### config.mk
export PLATFORM = sky130hd
export DESIGN_NAME = taxi_i2c_reg_access
export DESIGN_NICKNAME = d
export VERILOG_FILES = /design/src/rtl/taxi_i2c_pkg.sv /design/src/rtl/taxi_i2c_reg_access.sv
export SDC_FILE = /design/constraint.sdc
export NUM_CORES = 1
export LEC_CHECK = 0
export ABC_AREA = 1
export BUFFER_PORTS_ARGS = -buffer_cell sky130_fd_sc_hd__buf_2
export CAP_MARGIN = 15
export CORE_UTILIZATION = 34
export CTS_CLUSTER_DIAMETER = 200
export DETAILED_ROUTE_END_ITERATION = 10
export PLACE_DENSITY_LB_ADDON = 0.1
export SLEW_MARGIN = 15
export SYNTH_ARGS = -nofsm -noshare
export SYNTH_HDL_FRONTEND = slang
export SYNTH_SLANG_ARGS = --single-unit
export TNS_END_PERCENT = 1
### constraint.sdc
create_clock -name clk -period 1.5 [get_ports clk]
set_clock_uncertainty 0.1 [all_clocks]
set_input_delay 0 -clock clk [delete_from_list [all_inputs] [get_ports clk]]
set_output_delay 0 -clock clk [all_outputs]
set_load 0.01 [all_outputs]
### src/rtl/taxi_i2c_pkg.sv
// Shared definitions for the I2C master and its register-access front end.
//   - command word bit positions (12-bit command stream to the master)
//   - build_cmd(): assembles a command word from its fields
//   - reg_state_t: state encoding of the register-access sequencer
package taxi_i2c_pkg;

    localparam int unsigned CMD_W           = 12;
    localparam int unsigned CMD_ADDR_LSB    = 0;
    localparam int unsigned CMD_START_BIT   = 7;
    localparam int unsigned CMD_READ_BIT    = 8;
    localparam int unsigned CMD_WRITE_BIT   = 9;
    localparam int unsigned CMD_WR_MULT_BIT = 10;
    localparam int unsigned CMD_STOP_BIT    = 11;

    typedef enum logic [2:0] {
        StIdle,
        StCmd,
        StData,
        StRdCmd,
        StRdWait,
        StWaitDone,
        StRsp
    } reg_state_t;

    function automatic logic [CMD_W-1:0] build_cmd(
        input logic [6:0] dev,
        input logic       start,
        input logic       read,
        input logic       write,
        input logic       wr_mult,
        input logic       stop
    );
        logic [CMD_W-1:0] c;
        c                      = '0;
        c[CMD_ADDR_LSB +: 7]   = dev;
        c[CMD_START_BIT]       = start;
        c[CMD_READ_BIT]        = read;
        c[CMD_WRITE_BIT]       = write;
        c[CMD_WR_MULT_BIT]     = wr_mult;
        c[CMD_STOP_BIT]        = stop;
        return c;
    endfunction

endpackage

### src/rtl/taxi_i2c_reg_access.sv
// Register-access sequencer in front of the I2C master.
// Turns one register read/write request into command and data streams for the master and
// returns exactly one response per request.
//   write: START+dev (write-multiple, STOP) -> reg addr bytes (MSB first) -> wr_data
//   read : START+dev (write-multiple)       -> reg addr bytes, then repeated START read of 1 byte
//
// Ports
//   clk, rst                 clock, synchronous active-high reset
//   req_*                    request channel (valid/ready), fields registered on accept
//   rsp_*                    response channel, held until rsp_ready
//   m_axis_cmd_*             12-bit command stream to the master (taxi_axis_if fields, no keep/last)
//   m_axis_data_*            write-data stream to the master, tlast on the final byte
//   s_axis_data_*            read-data stream from the master
//   i2c_busy, i2c_missed_ack master status
//
// Parameters
//   REG_ADDR_W      8 or 16 (one or two register address bytes)
//   TIMEOUT_CYCLES  per-request cycle budget, only used with TAXI_I2C_REG_TIMEOUT_EN
//
// Build option
//   TAXI_I2C_REG_TIMEOUT_EN  adds a per-request watchdog that forces an error response.
//   Without it a hung bus stalls the block until rst.
module taxi_i2c_reg_access
    import taxi_i2c_pkg::*;
#(
    parameter int unsigned REG_ADDR_W     = 8,
    parameter int unsigned TIMEOUT_CYCLES = 1_000_000
) (
    input  logic                  clk,
    input  logic                  rst,

    input  logic                  req_valid,
    output logic                  req_ready,
    input  logic                  req_read,
    input  logic [6:0]            req_dev_addr,
    input  logic [REG_ADDR_W-1:0] req_reg_addr,
    input  logic [7:0]            req_wr_data,

    output logic                  rsp_valid,
    input  logic                  rsp_ready,
    output logic [7:0]            rsp_rd_data,
    output logic                  rsp_err,

    output logic [CMD_W-1:0]      m_axis_cmd_tdata,
    output logic                  m_axis_cmd_tvalid,
    input  logic                  m_axis_cmd_tready,

    output logic [7:0]            m_axis_data_tdata,
    output logic                  m_axis_data_tvalid,
    input  logic                  m_axis_data_tready,
    output logic                  m_axis_data_tlast,

    input  logic [7:0]            s_axis_data_tdata,
    input  logic                  s_axis_data_tvalid,
    output logic                  s_axis_data_tready,

    input  logic                  i2c_busy,
    input  logic                  i2c_missed_ack
);

    localparam int unsigned ADDR_BYTES    = REG_ADDR_W / 8;
    localparam logic [1:0]  LAST_ADDR_IDX = 2'(ADDR_BYTES - 1);

    reg_state_t            state_q, state_d;
    logic                  req_ready_q;
    logic                  read_q, read_d;
    logic [6:0]            dev_q, dev_d;
    logic [REG_ADDR_W-1:0] reg_addr_q, reg_addr_d;
    logic [7:0]            wr_data_q, wr_data_d;
    logic [1:0]            byte_idx_q, byte_idx_d;
    logic                  err_q, err_d;
    logic [7:0]            rd_data_q, rd_data_d;

    logic                  accept;
    logic                  data_last;
    logic [7:0]            data_byte;

`ifdef TAXI_I2C_REG_TIMEOUT_EN
    logic [31:0]           timer_q, timer_d;
`else
    logic                  unused_timeout;
    assign unused_timeout = ^TIMEOUT_CYCLES;
`endif

    // Registered so that req_ready stays low while rst is held and rises one cycle after
    // the response handshake.
    assign req_ready = req_ready_q;
    assign accept    = (state_q == StIdle) && req_valid && req_ready_q;

    // Reads send only the address bytes; writes append the data byte.
    assign data_last = (byte_idx_q == (read_q ? LAST_ADDR_IDX : LAST_ADDR_IDX + 2'd1));

    always_comb begin
        data_byte = wr_data_q;
        for (int unsigned i = 0; i < ADDR_BYTES; i++) begin
            if (byte_idx_q == 2'(i)) begin
                data_byte = reg_addr_q[8*(ADDR_BYTES-1-i) +: 8];
            end
        end
    end

    always_comb begin
        state_d    = state_q;
        read_d     = read_q;
        dev_d      = dev_q;
        reg_addr_d = reg_addr_q;
        wr_data_d  = wr_data_q;
        byte_idx_d = byte_idx_q;
        err_d      = err_q;
        rd_data_d  = rd_data_q;

        // A NACK in the accept cycle belongs to the previous request and is ignored.
        if (state_q != StIdle && i2c_missed_ack) begin
            err_d = 1'b1;
        end

        unique case (state_q)
            StIdle: begin
                if (accept) begin
                    read_d     = req_read;
                    dev_d      = req_dev_addr;
                    reg_addr_d = req_reg_addr;
                    wr_data_d  = req_wr_data;
                    byte_idx_d = 2'd0;
                    err_d      = 1'b0;
                    rd_data_d  = 8'h00;
                    state_d    = StCmd;
                end
            end
            StCmd: begin
                if (m_axis_cmd_tready) begin
                    state_d = StData;
                end
            end
            StData: begin
                if (m_axis_data_tready) begin
                    if (data_last) begin
                        state_d = read_q ? StRdCmd : StWaitDone;
                    end else begin
                        byte_idx_d = byte_idx_q + 2'd1;
                    end
                end
            end
            StRdCmd: begin
                if (m_axis_cmd_tready) begin
                    state_d = StRdWait;
                end
            end
            StRdWait: begin
                if (s_axis_data_tvalid) begin
                    rd_data_d = s_axis_data_tdata;
                    state_d   = StWaitDone;
                end else if (!i2c_busy && err_q) begin
                    // Master abandoned the read after a NACK; no data beat will come.
                    state_d = StWaitDone;
                end
            end
            StWaitDone: begin
                if (!i2c_busy) begin
                    state_d = StRsp;
                end
            end
            StRsp: begin
                if (rsp_ready) begin
                    state_d = StIdle;
                end
            end
            default: state_d = StIdle;
        endcase

`ifdef TAXI_I2C_REG_TIMEOUT_EN
        timer_d = timer_q;
        if (accept) begin
            timer_d = TIMEOUT_CYCLES;
        end else if (state_q != StIdle && state_q != StRsp) begin
            if (timer_q == 32'd0) begin
                // Leaving the active states drops every tvalid; late master data is
                // swallowed by the always-ready sink in IDLE.
                state_d = StRsp;
                err_d   = 1'b1;
            end else begin
                timer_d = timer_q - 32'd1;
            end
        end
`endif
    end

    always_ff @(posedge clk) begin
        if (rst) begin
            state_q     <= StIdle;
            req_ready_q <= 1'b0;
            read_q      <= 1'b0;
            dev_q       <= '0;
            reg_addr_q  <= '0;
            wr_data_q   <= '0;
            byte_idx_q  <= '0;
            err_q       <= 1'b0;
            rd_data_q   <= '0;
        end else begin
            state_q     <= state_d;
            req_ready_q <= (state_d == StIdle);
            read_q      <= read_d;
            dev_q       <= dev_d;
            reg_addr_q  <= reg_addr_d;
            wr_data_q   <= wr_data_d;
            byte_idx_q  <= byte_idx_d;
            err_q       <= err_d;
            rd_data_q   <= rd_data_d;
        end
    end

`ifdef TAXI_I2C_REG_TIMEOUT_EN
    always_ff @(posedge clk) begin
        if (rst) begin
            timer_q <= '0;
        end else begin
            timer_q <= timer_d;
        end
    end
`endif

    always_comb begin
        m_axis_cmd_tvalid = (state_q == StCmd) || (state_q == StRdCmd);
        if (state_q == StRdCmd) begin
            m_axis_cmd_tdata = build_cmd(dev_q, 1'b1, 1'b1, 1'b0, 1'b0, 1'b1);
        end else begin
            // Reads keep the bus (no STOP) for the repeated START that follows.
            m_axis_cmd_tdata = build_cmd(dev_q, 1'b1, 1'b0, 1'b0, 1'b1, !read_q);
        end

        m_axis_data_tvalid = (state_q == StData);
        m_axis_data_tdata  = data_byte;
        m_axis_data_tlast  = data_last;

        s_axis_data_tready = (state_q == StIdle) || (state_q == StRdWait);

        rsp_valid   = (state_q == StRsp);
        rsp_err     = err_q;
        rsp_rd_data = (state_q == StRsp && !err_q) ? rd_data_q : 8'h00;
    end

endmodule

---- Word level (Yosys, flattened, before mapping) ----
Index checks and enable logic that the tools add are counted.
storage, ports and cells
  register bits ........................... 39
  input bits .............................. 41
  logic and storage cells ................. 65
operators by class
  reduce and logical (&&, ||, !) cells .... 19
  mux-type cells .......................... 25
  eq/ne operators ......................... 11
  $add $sub $neg .......................... 1
operators by type and width
  operator             number
  $mux 8               4
  $mux 3               10
  $pmux 3 s7           1
  $pmux 8 s2           1
  $mux 12              1
  $eq 3x3->1 const B   3
  $eq 3x2->1 const B   2
  $logic_not 3->1      2
  $mux 2               3
  $ne 2x2->1 const B   3
  $logic_and 1x1->1    5
  $mux 1               4
  $pmux 2 s2           1
  $reduce_and 4->1     1
  $reduce_bool 2->1    2
  $eq 3x1->1 const B   1
  $logic_not 1->1      3
  $reduce_and 3->1     1
  $reduce_bool 3->1    1
  $add 2x1->2 const B  1
  $eq 2x1->1           1
  $logic_not 2->1      1
  $logic_or 1x1->1     2
  $ne 2x1->1 const B   1
  $reduce_and 2->1     1

---- Longest topological paths before layout ----
Gate-level depths: netlist of the first run.
  word-level depth ........................ 6
  gate-level depth with buffers ........... 9

---- Least setup slack after synthesis of the first run ----
Ideal clock, no wire load.
  path kind ............................... flip-flop to output port
  start point ............................. register state_q[1]
  end point ............................... output rsp_rd_data[0]
  path buffers ............................ 0
  slack ................................... 0.109 ns
  required time ........................... 1.400 ns
  stages on the path, launching flop included .. 5
  arrival ................................. 1.291 ns
  cell sequence ........................... dfxtp_1 -> inv_2 -> nor3_1 -> nand2_1 -> nor2_1
between the ends
  word-level cells in the longest chain between the ends .. 3
ends and longest elaborated chain
  element                 line                        source
  start, declared         taxi_i2c_reg_access.sv:64   reg_state_t state_q, state_d;
  start signal, assigned  taxi_i2c_reg_access.sv:190  state_q <= StIdle;
  start signal, assigned  taxi_i2c_reg_access.sv:200  state_q <= state_d;
  $eq 3x3->1              --
  via rsp_valid           taxi_i2c_reg_access.sv:39   output logic rsp_valid,
  $logic_and 1x1->1       taxi_i2c_reg_access.sv:239  rsp_rd_data = (state_q == StRsp && !err_q) ? rd_data_q : 8'h00;
  $mux 8                  taxi_i2c_reg_access.sv:239
  end, declared           taxi_i2c_reg_access.sv:41   output logic [7:0] rsp_rd_data,
The timed path passes the listed nets, and every way through them passes these cells.

---- Worst setup path after layout of the first run ----
  start point ............................. register state_q[0]
  end point ............................... output rsp_rd_data[7]
between the ends
  word-level cells in the longest chain between the ends .. 3
ends and longest elaborated chain
  element            line
  $eq 3x3->1         taxi_i2c_reg_access.sv:239
  $logic_and 1x1->1  taxi_i2c_reg_access.sv:239
  $mux 8             taxi_i2c_reg_access.sv:239
Every way passes these cells.

==> metrics.cfg, run 1 <==
[route]
antenna_left=0
drt_iter0_markers=79
vias=2023
firstDrtPassIters=4
vias_per_cell=4.608
wl_per_cell_um=11.79
drc=0
drt_wl_total_mm=5.177

[logic_synthesis]
yosys_warnings=0
synthesis.nets=303
synth-seq-area-share=0.4283
synth_cells=261
ys_seq_elements=39
syn_area_um2=1823
synth.distinct_cells=22
avgSynthCellArea_um2=6.985

[global_route]
grt_pass1_vias=1720
use_met3=0.03614
use_met1=0.2426
grt_pass1_wl_mm=7.817
busiest_layer=met2
grt_max_degree=26
grtUsageMet2=0.3033
antenna_found_initial=0
groute.usage.overall=0.1852
grt_overflow=0

[timing]
hold_viol=0
slew_violations=0
tns_ns=0
fin_crit_ns=1.453
post-route-period-util=0.9688
setup_viol=0
max_freq_mhz=688.1
setup_slack_ns=0.04677
rsz0062_at_grt=yes

[setup_path]
worstSetupPathType=flip-flop to output port
end_kind=output port
cp-start-kind=flip-flop
critPathRequiredTime_ns=1.40
cp_max_fo=8
critical_path_arrival_ns=1.35
reg2reg_setup_slack_ns=0.13
reg2regPathDepth=7

[clocking]
clock_sink_count=39
htree_levels=2
cts_buffers=5
clockRootBuffer=clkbuf_8
cts_buffer_depth=2
path_clk_slew_ns=0.07
cts_tree=done
clkLatencyLatePin_ns=0.29

[power]
seqPwrFrac=0.475
irDropWorstVdd_v=0.0004915
p_leak_nw=1.221
p_clk_frac=0.281
p_sw_frac=0.3010
p_int_mw=1.700
p_per_area_nw_per_um2=895.9
power_frac_comb=0.244
netSwitchingPower_mw=0.7323

[die]
num_rows=26
dieArea_um2=5659
initial_core_util=0.3547
num_io_pins=76
die_height_um=75.23
core_um2=5140
die_w_um=75.23

[finish]
fin_nets=410
drive_gt1_frac=0.2981
num_antenna_cells=0
area_growth_pct=48.94

[hold_path]
whs_path_depth=5
hold_class=input port to flip-flop

[placed_design]
place.gp.congestion=0.7973
place.port_buffers=73
dp_hpwl_mm=3.279
place_ws_ns=0.05756

[job]
maxCapViolCount=0

[run_status]
outcome=finished clean

logic make-up after synthesis:
group | Yosys count | share of synthesized area
AND/OR/NAND/NOR | 116 | 0.2903
buffers and inverters | 47 | 0.1153
adder cells (fa/ha/maj) | 1 | 0.006862
other | 2 | 0.004120
AO/OA/AOI/OAI | 56 | 0.1551
flip-flops | 39 | 0.4283
what timing repair did:
| item | 4_1_cts | 5_1_grt |
|---|---|---|
| hold endpoints to repair | 36 | 0 |
| hold buffers | 34 | 0 |
| endpoints found under the setup margin | 16 | 27 |
| setup buffers | 0 | 0 |
| pin swaps | 2 | 1 |
| resized for setup | 8 | 12 |
area by class of cell:
type                       count  area (µm²)
tap                           70       87.58
multi-input combinational    175       868.3
clock buffer                   7       76.32
fill                         547        2425
timing repair buffer         114       758.2
inverter                      33       128.9
clock inverter                 1       5.005
sequential                    39       790.8
placed cells by master (no fill, tap or decap), drive strengths merged:
cell type | Yosys | final
clkbuf | 6 | 7
buf | 8 | 80
nor3 | 2 | 2
dfxtp | 39 | 39
ha | 1 | 1
nor2 | 25 | 25
a21oi | 35 | 35
nand4 | 6 | 6
conb | 2 | 2
nand2 | 52 | 52
dlygate4sd3 | 0 | 34
clkinv | 0 | 1
inv | 33 | 33
a22oi | 1 | 1
o21ai | 20 | 20
nand3 | 31 | 31
registers in the layout, indices dropped and copies added (netlist names):
| signal | count |
|---|---|
| byte_idx_q | 2 |
| dev_q | 7 |
| rd_data_q | 8 |
| read_q | 1 |
| reg_addr_q | 8 |
| req_ready | 1 |
| rsp_err | 1 |
| state_q | 3 |
| wr_data_q | 8 |
worst max-delay path, stage by stage (launching register included):
cell and delay [ns]:
dfxtp_2 0.35, buf_4 0.17, nor3_4 0.16, nand2_4 0.11, nor2_1 0.12, buf_2 0.14
per-layer routing:
metal | wire (µm) | part of all wire
met5 | 0 | 0
met1 | 2523 | 0.49
met2 | 2372 | 0.46
met4 | 66 | 0.013
met3 | 214 | 0.041
cells in the mapped netlist (all sizes together):
cell type | number | area share
nand2 | 52 | 0.12
dfxtp | 39 | 0.43
a21oi | 35 | 0.096
inv | 33 | 0.068
nand3 | 31 | 0.091
nor2 | 25 | 0.058
o21ai | 20 | 0.055
buf | 8 | 0.035
clkbuf | 6 | 0.012
nand4 | 6 | 0.021
conb | 2 | 0.0041
nor3 | 2 | 0.0055
a22oi | 1 | 0.0041
ha | 1 | 0.0069
power groups by stage:
| stage | Clock [mW] | Combinational, mW | Sequential (mW) |
|---|---|---|---|
| after floorplan | 0 | 0.330 | 1.18 |
| after global placement | 0 | 0.506 | 1.18 |
| after detailed placement | 0 | 0.508 | 1.18 |
| after CTS | 0.723 | 0.595 | 1.15 |
| after global routing | 0.762 | 0.672 | 1.17 |
| final | 0.684 | 0.595 | 1.15 |
worst paths after layout:
| check | start | to |
|---|---|---|
| hold reg to reg | wr_data_q[5] | wr_data_q[5] |
| setup / recovery | state_q[0] | rsp_rd_data[7] |
| hold / removal | i2c_busy | state_q[0] |
| setup reg to reg | state_q[0] | byte_idx_q[1] |
stage by stage:
step                      utilization  cell area [µm²]  hold WS [ns]  power [mW]  cells
final                          0.5282             2715       0.07241       2.432    439
after CTS                      0.5248             2698       0.05401       2.471    439
after global placement         0.4362             2242        0.1292       1.682    397
after floorplan                     -             1823       0.04042       1.507    261
after detailed placement       0.4362             2242        0.1321       1.685    397
after global routing           0.5282             2715       0.08792       2.599    439
(Power assumes the default switching activity.)
==> run 2, diff against run 1 <==
--- a/config.mk
+++ b/config.mk
@@ -12,6 +12,7 @@
 export CTS_CLUSTER_DIAMETER = 200
 export DETAILED_ROUTE_END_ITERATION = 10
 export PLACE_DENSITY_LB_ADDON = 0.1
+export SETUP_SLACK_MARGIN = 0.15
 export SLEW_MARGIN = 15
 export SYNTH_ARGS = -nofsm -noshare
 export SYNTH_HDL_FRONTEND = slang
==> metrics.cfg, run 2 (same netlist as run 1, synthesis figures left out) <==
[run_status]
outcome=finished clean

[clocking]
clock_sink_count=39  ; unchanged
clkLatencyLatePin_ns=0.29  ; about the same
cts_tree=done
htree_levels=2  ; unchanged
clockRootBuffer=clkbuf_8
path_clk_slew_ns=0.07  ; about the same
cts_buffer_depth=2  ; unchanged
cts_buffers=5  ; unchanged

[route]
drt_iter0_markers=76  ; -3.8%
vias=2069  ; +2.3%
wl_per_cell_um=11.50  ; -2.4%
drt_wl_total_mm=5.177  ; unchanged
firstDrtPassIters=4  ; unchanged
vias_per_cell=4.598  ; -0.23%
antenna_left=0  ; unchanged
drc=0  ; unchanged

[global_route]
grt_overflow=0  ; unchanged
grt_pass1_wl_mm=8.073  ; +3.3%
antenna_found_initial=0  ; unchanged
grt_pass1_vias=1860  ; +8.1%
groute.usage.overall=0.1895  ; +0.004354
grt_max_degree=25  ; -3.8%

[timing]
slew_violations=0  ; unchanged
rsz0062_at_grt=yes
hold_viol=0  ; unchanged
tns_ns=0  ; unchanged
setup_viol=0  ; unchanged
post-route-period-util=0.9330  ; -0.03582
fin_crit_ns=1.400  ; -0.05373 ns
max_freq_mhz=714.5  ; +3.8%
setup_slack_ns=0.1005  ; +0.05373 ns

[placed_design]
place.port_buffers=73  ; unchanged
place.gp.congestion=0.8059  ; +1.1%
place_ws_ns=0.1065  ; +0.04897 ns
dp_hpwl_mm=3.202  ; -2.3%

[die]
die_w_um=75.23  ; unchanged
dieArea_um2=5659  ; unchanged
num_io_pins=76  ; unchanged
die_height_um=75.23  ; unchanged
core_um2=5140  ; unchanged
num_rows=26  ; unchanged
initial_core_util=0.3547  ; unchanged

[setup_path]
reg2reg_to=rd_data_q[7]
r2r-start=state_q[0]
critPathLaunch=state_q[0]
reg2regPathDepth=8  ; +1
critPathRequiredTime_ns=1.58  ; +0.18 ns
worstSetupPathType=flip-flop to flip-flop
reg2reg_setup_slack_ns=0.10  ; -0.03 ns
crit_path_end=rd_data_q[7]
end_kind=flip-flop
cp-start-kind=flip-flop
critical_path_arrival_ns=1.48  ; +0.13 ns
cp_max_fo=9  ; +1

[power]
p_leak_nw=1.278  ; +4.7%
p_per_area_nw_per_um2=883.3  ; -1.4%
irDropWorstVdd_v=0.0004050  ; -18%

[finish]
fin_nets=421  ; +2.7%
num_antenna_cells=0  ; unchanged
layout_common_cells=buf_2 (73), nand2_1 (47), a21oi_1 (35)
drive_gt1_frac=0.3289  ; +0.03084
layout_commonest_cell=buf_2
top_regs=rd_data_q x8, reg_addr_q x8, wr_data_q x8
area_growth_pct=54.43

[hold_path]
hold_class=input port to flip-flop

[job]
maxCapViolCount=0  ; unchanged

run 2: layer usage:
layer | wire, µm | GRT usage | share of wire
met2 | 2422 | 0.3223 | 0.47
met5 | 0 | 0 | 0
met1 | 2424 | 0.2336 | 0.47
met3 | 255 | 0.04685 | 0.049
met4 | 74 | 0.06790 | 0.014
run 2: worst min path at each step:
stage / from / to / slack, ns / cells after the start
detailed placement: s_axis_data_tdata[1] / rd_data_q[1] / 0.14 / 3
global placement: s_axis_data_tdata[2] / rd_data_q[2] / 0.13 / 3
global route: s_axis_data_tvalid / rd_data_q[0] / 0.06 / 5
CTS: s_axis_data_tvalid / rd_data_q[4] / 0.04 / 5
finish: m_axis_cmd_tready / state_q[2] / 0.06 / 5
floorplan: s_axis_data_tdata[1] / rd_data_q[1] / 0.04 / 2
run 2: cell type report:
| cell class | count | area [µm²] |
|---|---|---|
| multi-input combinational | 175 | 880.8 |
| sequential | 39 | 789.5 |
| clock buffer | 7 | 76.32 |
| timing repair buffer | 125 | 844.6 |
| fill | 536 | 2325 |
| inverter | 33 | 131.4 |
| clock inverter | 1 | 5.005 |
| tap | 70 | 87.58 |
run 2: worst max-delay path, cell delays in order, from the launching register on:
cell,delay [ns]
dfxtp_2,0.34
buf_6,0.13
buf_4,0.14
nor2_4,0.12
nand2_2,0.08
nand2_4,0.11
inv_2,0.09
a21oi_1,0.13
nor2_1,0.05
run 2: power by group:
part / switching (mW) / internal, mW / leakage (nW)
clock network: 0.356 / 0.326 / 0.0422
logic: 0.353 / 0.296 / 0.916
registers: 0.0401 / 1.12 / 0.321
total: 0.749 / 1.74 / 1.28
run 2: metrics by stage:
stage | instances | hold slack, ns | total power [mW] | util | cell area [µm²]
after floorplan | 261 | 0.04042 | 1.508 | - | 1828
after global placement | 397 | 0.1288 | 1.680 | 0.4372 | 2247
after detailed placement | 397 | 0.1357 | 1.682 | 0.4372 | 2247
after CTS | 450 | 0.03887 | 2.508 | 0.5443 | 2798
after global routing | 450 | 0.06097 | 2.651 | 0.5477 | 2815
final | 450 | 0.05726 | 2.487 | 0.5477 | 2815
run 2: timing repair:
action | in CTS | in global routing
hold endpoints to repair | 36 | 0
setup endpoints to repair | 34 | 57
pin swaps | 4 | 0
hold buffers | 34 | 0
setup buffers | 11 | 0
resized for setup | 25 | 4
==> run 3, diff against run 2 <==
--- a/config.mk
+++ b/config.mk
@@ -5,12 +5,11 @@
 export SDC_FILE = /design/constraint.sdc
 export NUM_CORES = 1
 export LEC_CHECK = 0
-export ABC_AREA = 1
 export BUFFER_PORTS_ARGS = -buffer_cell sky130_fd_sc_hd__buf_2
 export CAP_MARGIN = 15
 export CORE_UTILIZATION = 34
-export CTS_CLUSTER_DIAMETER = 200
 export DETAILED_ROUTE_END_ITERATION = 10
+export GPL_ROUTABILITY_DRIVEN = 0
 export PLACE_DENSITY_LB_ADDON = 0.1
 export SETUP_SLACK_MARGIN = 0.15
 export SLEW_MARGIN = 15
==> metrics.cfg, run 3 <==
[route]
drt_iter0_markers=50  ; -34%
wl_per_cell_um=12.21  ; +6.2%
drc=0  ; unchanged
firstDrtPassIters=4  ; unchanged
vias_per_cell=4.584  ; -0.30%
antenna_left=0  ; unchanged
drt_wl_total_mm=4.934  ; -4.7%
vias=1852  ; -10%

[finish]
fin_nets=376  ; -11%
final_area_um2=3002  ; +6.6%
fin_util=0.5840  ; +0.03627
area_growth_pct=63.64
top_regs=rd_data_q x8, reg_addr_q x8, wr_data_q x8
final_cell_count_no_fill=404  ; -10%
layout_common_cells=buf_2 (65), nand2_1 (51), dlygate4sd3_1 (35)
num_antenna_cells=0  ; unchanged
layout_commonest_cell=buf_2
drive_gt1_frac=0.4281  ; +0.09920

[timing]
rsz0062_at_grt=yes
tns_ns=-0.1429  ; -0.1429 ns
hold_viol=0  ; unchanged
fin_crit_ns=1.530  ; +0.1305 ns
post-route-period-util=1.020  ; +0.08702
setup_slack_ns=-0.03004  ; -0.1305 ns
setup_viol=10  ; +10
whs_ns=0.003784  ; -0.05348 ns
slew_violations=0  ; unchanged
max_freq_mhz=653.6  ; -8.5%

[die]
die_height_um=75.45  ; +0.30%
initial_core_util=0.3569  ; +0.002191
dieArea_um2=5693  ; +0.60%
num_io_pins=76  ; unchanged
die_w_um=75.45  ; +0.30%
num_rows=26  ; unchanged
core_um2=5140  ; unchanged

[hold_path]
hold_class=input port to flip-flop
min-delay-start=rst
min_to=rd_data_q[2]
whs_path_depth=2  ; -3

[setup_path]
reg2regPathDepth=6  ; -2
critPathLaunch=byte_idx_q[0]
cp_max_fo=8  ; -1
end_kind=output port
r2r-start=state_q[2]
critical_path_arrival_ns=1.43  ; -0.05 ns
reg2reg_setup_slack_ns=0  ; -0.10 ns
critPathRequiredTime_ns=1.40  ; -0.18 ns
cp-start-kind=flip-flop
reg2reg_to=dev_q[0]
worstSetupPathType=flip-flop to output port

[clocking]
cts_tree=done
clkLatencyLatePin_ns=0.29  ; about the same
clock_sink_count=39  ; unchanged
cts_buffer_depth=2  ; unchanged
path_clk_slew_ns=0.08  ; about the same
htree_levels=2  ; unchanged
clockRootBuffer=clkbuf_8
cts_buffers=5  ; unchanged

[global_route]
grt_max_degree=25  ; unchanged
antenna_found_initial=0  ; unchanged
grt_pass1_wl_mm=7.845  ; -2.8%
grt_overflow=0  ; unchanged
grt_pass1_vias=1803  ; -3.1%
groute.usage.overall=0.1825  ; -0.007037

[placed_design]
place_ws_ns=-0.07151  ; -0.1780 ns
place.port_buffers=73  ; unchanged
placedInstanceArea_um2=2310  ; +2.8%
dp_hpwl_mm=3.046  ; -4.9%
dp.cells=357  ; -10%

[logic_synthesis]
yosys_warnings=0  ; unchanged
synth_common_cells=nand2_1 (55), dfxtp_1 (39), a21oi_1 (29), nor2_1 (12)
yosysMostFrequentCell=nand2_1
synthesis.nets=256  ; -16%
synth_edf_count=0  ; unchanged
avgSynthCellArea_um2=8.571  ; +23%
synth-seq-area-share=0.4256  ; -0.002629
syn_area_um2=1834  ; +0.62%
async_flop_share=0  ; unchanged
yosysTopAreaCell=dfxtp_1
synth_top_area_share=0.4256  ; -0.002629
synth.top_cells.by_area=dfxtp_1 (43%), nand2_1 (11%), a21oi_1 (7.9%)
synth_cells=214  ; -18%
synth.distinct_cells=40  ; +82%
synth_ff_type=dfxtp_1
ys_seq_elements=39  ; unchanged

[power]
p_int_mw=1.849  ; +6.4%
p_sw_frac=0.2553  ; -0.04604
finalPower_mw=2.483  ; -0.13%
p_per_area_nw_per_um2=827.3  ; -6.3%
irDropWorstVdd_v=0.0004661  ; +15%
p_clk_frac=0.344  ; +0.069
seqPwrFrac=0.453  ; -0.012
netSwitchingPower_mw=0.6341  ; -15%
p_leak_nw=1.294  ; +1.2%
power_frac_comb=0.203  ; -0.058

[job]
maxCapViolCount=0  ; unchanged

[run_status]
outcome=complete, but fails checks
violations=negative setup slack

## run 3: cell count changes after synthesis, sizes merged, moves of 2 or more
| cell | change |
|---|---|
| buf | +2 |
| nand3 | -28 |
| and2 | +9 |
| o21ai | -18 |
| nand2 | +3 |
| nor2 | -13 |
| mux2 | +8 |
| a22oi | +7 |
| a21oi | -5 |
| and3 | +2 |
| nor3b | +3 |
| nor2b | +3 |
| nand4 | -6 |
| inv | -28 |
## run 3: worst max path at each step
stage / end / slack (ns) / cells after the start
2_1_floorplan: req_ready / -0.04 / 5
3_3_place_gp: req_ready / -0.07 / 4
3_5_place_dp: req_ready / -0.07 / 4
4_1_cts: m_axis_data_tdata[7] / -0.04 / 4
5_1_grt: rsp_rd_data[5] / -0.12 / 5
6_report: m_axis_data_tdata[2] / -0.03 / 4
## run 3: timing repair
item | CTS | global route
endpoints found under the setup margin | 61 | 60
buffers inserted | 3 | 1
resized for setup | 39 | 16
hold buffers | 35 | 0
gates cloned | 1 | 0
hold endpoints to repair | 35 | 0
pin swaps | 34 | 12
## run 3: layout make-up
cell class              count  area (µm²)
fillers                   506        2138
multi-input cells         154        1031
repair buffers            129       967.2
flip-flops and latches     39       794.5
well taps                  70       87.58
clock buffers               6       72.57
clock inverters             1       30.03
inverters                   5       18.77
## run 3: kinds of logic (layout without fill, tap and decap cells)
logic type / count (synthesis) / count (layout) / share of synthesized area
compound gates: 47 / 47 / 0.1740
xor+xnor: 1 / 1 / 0.004776
fa+ha+maj: 1 / 1 / 0.006820
buf+inv: 21 / 141 / 0.07708
flops: 39 / 39 / 0.4256
mux: 9 / 9 / 0.05457
other cells: 2 / 2 / 0.004094
simple gates: 94 / 94 / 0.2531
## run 3: power groups by stage
| stage | registers (mW) | logic (mW) | clock network, mW |
|---|---|---|---|
| 3_3_place_gp | 1.15 | 0.373 | 0 |
| 3_5_place_dp | 1.15 | 0.372 | 0 |
| 4_1_cts | 1.12 | 0.483 | 0.880 |
| 5_1_grt | 1.13 | 0.558 | 0.923 |
| 6_report | 1.12 | 0.505 | 0.854 |
| 2_1_floorplan | 1.14 | 0.232 | 0 |
## run 3: worst max-delay path: stages (launching register included)
cell     delay (ns)
dfxtp_2        0.33
inv_2          0.07
ha_4           0.24
mux2_2         0.35
buf_2          0.13
## run 3: metal layers
layer | GRT usage | part of all wire | wire, µm | vias up
li1 | - | - | - | 953
met1 | 0.2193 | 0.47 | 2325 | 846
met2 | 0.3175 | 0.48 | 2368 | 48
met3 | 0.03836 | 0.041 | 200 | 5
met4 | 0.07407 | 0.0081 | 40 | 0
met5 | 0 | 0 | 0 | -
